### src/rtl/day_of_month.sv
// Day-of-month counter: counts 1..last-day-of-month on a day tick and emits month_tick on wrap.
// Supports a validated synchronous date load and drives a gated databus for the display mux.
module day_of_month #(
    parameter int unsigned RESET_DAY = 1
) (
    input  logic       clk,
    input  logic       clear,
    input  logic       tick,
    input  logic       load,
    input  logic [4:0] data,
    input  logic [3:0] month,
    input  logic       leap,
    input  logic       enable,
    output logic [4:0] day,
    output logic       month_tick,
    output logic       load_err,
    output logic [4:0] databus
);

    localparam int unsigned DW = 5;

    logic [DW-1:0] last;
    logic [DW-1:0] day_next;
    logic          month_tick_next;
    logic          load_err_next;
    logic          load_ok;

    // Last legal day of the current month; illegal months fall back to 31.
    always_comb begin
        last = DW'(31);
        unique case (month)
            4'd2:                      last = leap ? DW'(29) : DW'(28);
            4'd4, 4'd6, 4'd9, 4'd11:   last = DW'(30);
            default:                   last = DW'(31);
        endcase
    end

    assign load_ok = (data >= DW'(1)) && (data <= last);

    // Priority load > tick > hold; a tick coincident with a load is dropped.
    always_comb begin
        day_next        = day;
        month_tick_next = 1'b0;
        load_err_next   = 1'b0;
        if (load) begin
            if (load_ok) begin
                day_next = data;
            end else begin
                load_err_next = 1'b1;
            end
        end else if (tick) begin
            // >= so a day carried over from a longer month still wraps.
            if (day >= last) begin
                day_next        = DW'(1);
                month_tick_next = 1'b1;
            end else begin
                day_next = day + DW'(1);
            end
        end
    end

    always_ff @(posedge clk or posedge clear) begin
        if (clear) begin
            day        <= DW'(RESET_DAY);
            month_tick <= 1'b0;
            load_err   <= 1'b0;
        end else begin
            day        <= day_next;
            month_tick <= month_tick_next;
            load_err   <= load_err_next;
        end
    end

    assign databus = day & {DW{enable}};

endmodule

### config.mk
export PLATFORM = sky130hd
export DESIGN_NAME = day_of_month
export DESIGN_NICKNAME = d
export VERILOG_FILES = /design/src/rtl/day_of_month.sv
export SDC_FILE = /design/constraint.sdc
export NUM_CORES = 1
export LEC_CHECK = 0
export CAP_MARGIN = 20
export CORE_AREA = 2 2 42 47
export CTS_CLUSTER_DIAMETER = 150
export DETAILED_ROUTE_END_ITERATION = 7
export DIE_AREA = 0 0 44 49
export PLACE_DENSITY = 0.77
export SLEW_MARGIN = 20
export SYNTH_ARGS = -nofsm -noshare
export SYNTH_HDL_FRONTEND = slang
export SYNTH_SLANG_ARGS = --single-unit
### constraint.sdc
create_clock -name clk -period 2.6 [get_ports clk]
set_input_delay 0.39 -clock clk [delete_from_list [all_inputs] [get_ports clk]]
set_output_delay 0.39 -clock clk [all_outputs]
set_load 0.02 [all_outputs]
==> flow_summary.toml <==
[finish]
layout.cells.non_filler = 133
antennaDiodeCount = 0
multi_input_comb_area_um2 = 432
fin_util_pct = 58.9
mostFrequentLayoutCells = "sky130_fd_sc_hd__clkdlybuf4s50_1 (26), sky130_fd_sc_hd__inv_1 (10), sky130_fd_sc_hd__buf_4 (8)"
layout.cells.most_common = "sky130_fd_sc_hd__clkdlybuf4s50_1"
fillerInstances = 172
layout.nets = 134
area.growth.synth_to_final_pct = 55.4
seq_area_um2 = 176
fraction_of_final_layout_cells_sized_beyond_drive_strength_1_pct = 18.3

[yosys]
synth-edff-count = 0
synthesized_flop_and_latch_total = 7
post_synth_inst_count = 78
post_synth.cell_area_avg_um2 = 8.37
synth_flop_cell = "sky130_fd_sc_hd__dfrtp_1"
synth.yosys.seq_area_share_pct = 27.0
synth_area_um2 = 653
synth.yosys.warnings = 0
synth_fp_nets = 96
asyncSetResetFlopFracSynth_pct = 100
yosysUniqueCellTypes = 37

[sta]
fin_crit_ps = 2490
fin_skew_ps = 6.17
slew_headroom_pct = 70.2
layout_setup_ws_ps = 107
worstMarginPinSlew_ps = 444
max_freq_mhz = 401
finalMaxSlewViolations = 0
final_hold_viol_count = 0
setup_violations = 0
rsz0062_at_grt = "false"
layout_worst_path_cycle_share_pct = 95.9

[critical_path]
worstSetupStartpoint = "month[2]"
r2r_start = "day[0]$_DFFE_PP1P_"
crit_path_cell_trace = "clkdlybuf4s50_1, a21oi_1, o31a_2, ha_1, or2_2, or3_4, and3_4, a211o_1"
worst_r2r_endpoint = "day[0]$_DFFE_PP1P_"
path_delay_family = "simple AND/OR/NAND/NOR gates"
worstPathRequired_ps = 2750
crit_path_depth = 8
crit_path_top_delay_cell = "sky130_fd_sc_hd__clkdlybuf4s50_1"
critPathMaxFanout = 5
reg2reg_depth = 6
slowest_delay_ps = 500
start_kind = "primary input"
r2r_slack_ps = 570
crit_buf_inv = 1
worstPathArrival_ps = 2640
endpoint_class_of_the_critical_path = "flop"
path_class = "primary input to flop"

[clock_tree]
number_of_buffers_added_for_setup_after_cts = 0
cts_root_buf = "sky130_fd_sc_hd__clkbuf_4"
htree_levels = 1
cts_repair_resize_count = 0
tritoncts = "built"
clk_slew_on_worst_s_h_paths_ps = 50
postCtsHoldBufs = 0
worst_case_clock_buffer_depth = 2
cts.sink_count = 7
latest_clock_arrival_within_the_worst_skew_pair_ps = 260
tritoncts.num_buffers = 3

[placement]
placed_cells_incl_taps = 129
pre_cts_ws_ps = -161
detailedPlacementHpwl_mm = 1.40
finalWeightedCongestion = 0.815
numPortBuffers = 26

[drt]
post_drt_via_cell_ratio = 5.82
route.detailed.wl_per_inst_um = 13.0
drt-pass1-iter-count = 4
detailroute.via_count = 774
number_of_antenna_violating_nets_in_the_routed_design = 0
postRouteWirelength_mm = 1.72
drt-initial-drc-count = 26
drcViolationCount = 0

[power]
worst_vdd_rail_ir_drop_v = 0.000182
power_density_mw_per_mm2 = 474
seq_power_share_pct = 31.8
p_sw_share_pct = 37.0
power.leakage_nw = 0.441
clock_power_share_pct = 21.3
comb_power_share_pct = 46.9
power_report.internal_total_mw = 0.303
power.net_switching_mw = 0.178

[global_routing]
globalRoute.totalOverflow = 0
first_pass_grt_wire_length_mm = 3.02
vias_in_the_first_global_route = 736
grt_antenna_before_repair = 0
grt_util_all_layers_pct = 18.8
grt_max_degree = 15

[job]
max_cap_violations = 0

[floorplan]
io-pin-count = 27
die_w_um = 44
die_y_um = 49
initial_utilization_pct = 37.9
floorplan.core_area_mm2 = 0.00172
die-area_mm2 = 0.00216
num_rows = 16

[hold_path]
hold_class = "primary input to async pin"

[outcome]
status = "complete, no violations"
==> how the worst max path moves through the flow <==
| stage | end |
|---|---|
| after floorplan | day[3]$_DFFE_PP0P_ |
| after global placement | day[1]$_DFFE_PP0P_ |
| after detailed placement | day[4]$_DFFE_PP0P_ |
| after CTS | day[4]$_DFFE_PP0P_ |
| after global routing | day[4]$_DFFE_PP0P_ |
| final | day[4]$_DFFE_PP0P_ |
==> area by class of cell <==
class | count | share of cell area [%]
timing repair buffer | 34 | 31.6
clock buffer | 4 | 2.59
inverter | 10 | 3.70
tap | 18 | 2.22
multi-input combinational | 60 | 42.5
sequential | 7 | 17.4
==> cells by family (layout without fill, tap and decap cells) <==
group / Yosys count / count (layout) / share of synthesized area (%)
AOI/OAI and AO/OA: 22 / 22 / 25.5
DFF: 7 / 7 / 27.0
buffers and inverters: 11 / 48 / 6.90
adders and majority gates: 6 / 6 / 10.5
and+or+nand+nor: 32 / 32 / 30.1
==> flip-flops by register name (all words and copies together) (netlist names) <==
| register | flops |
|---|---|
| month_tick | 1 |
| load_err | 1 |
| day | 5 |
==> worst reg2reg max path, stage by stage, from the launching register on <==
cell,delay (ps)
sky130_fd_sc_hd__dfstp_2,570
sky130_fd_sc_hd__inv_1,90
sky130_fd_sc_hd__ha_1,300
sky130_fd_sc_hd__nand2b_1,150
sky130_fd_sc_hd__maj3_1,420
sky130_fd_sc_hd__a211oi_1,290
sky130_fd_sc_hd__o32ai_1,130
==> stage by stage <==
| stage | hold slack, ps | area, um^2 | total power, mW | TNS, ps |
|---|---|---|---|---|
| final | 354 | 1010 | 0.481 | 0 |
| after global routing | 381 | 1010 | 0.517 | 0 |
| after CTS | 368 | 1010 | 0.480 | 0 |
| after detailed placement | 582 | 988 | 0.379 | -574 |
| after global placement | 575 | 988 | 0.374 | -505 |
| after floorplan | 193 | 653 | 0.273 | 0 |
==> synth_stat cells (all sizes together), types with 2 or more instances <==
cell,instances,share of area (%)
dfrtp,6,23
a21oi,3,2.3
and2,5,4.8
o21ai,3,2.3
maj3,3,4.8
o31ai,2,2.3
nand2b,2,1.9
a31oi,2,1.9
and3,2,2.7
nand3,3,2.3
nor2,4,2.3
nand2,5,2.9
nor2b,2,1.9
ha,3,5.7
a211oi,3,3.4
a211o,3,4.2
inv,10,5.7
==> power by group through the flow <==
stage / clock network (mW) / logic, mW / registers (mW)
6_report: 0.102 / 0.226 / 0.153
5_1_grt: 0.113 / 0.247 / 0.157
4_1_cts: 0.102 / 0.226 / 0.153
3_5_place_dp: 0 / 0.225 / 0.154
3_3_place_gp: 0 / 0.221 / 0.154
2_1_floorplan: 0 / 0.107 / 0.167
==> layer usage <==
layer,routed length [um],vias up,GRT usage [%],part of all wire (%)
met4,57,0,13.6,3.3
li1,-,368,-,-
met3,141,7,2.59,8.2
met2,854,48,31.4,50
met5,0,-,0,0
met1,670,351,21.1,39
No activity file was read; power rests on OpenSTA's default activity.
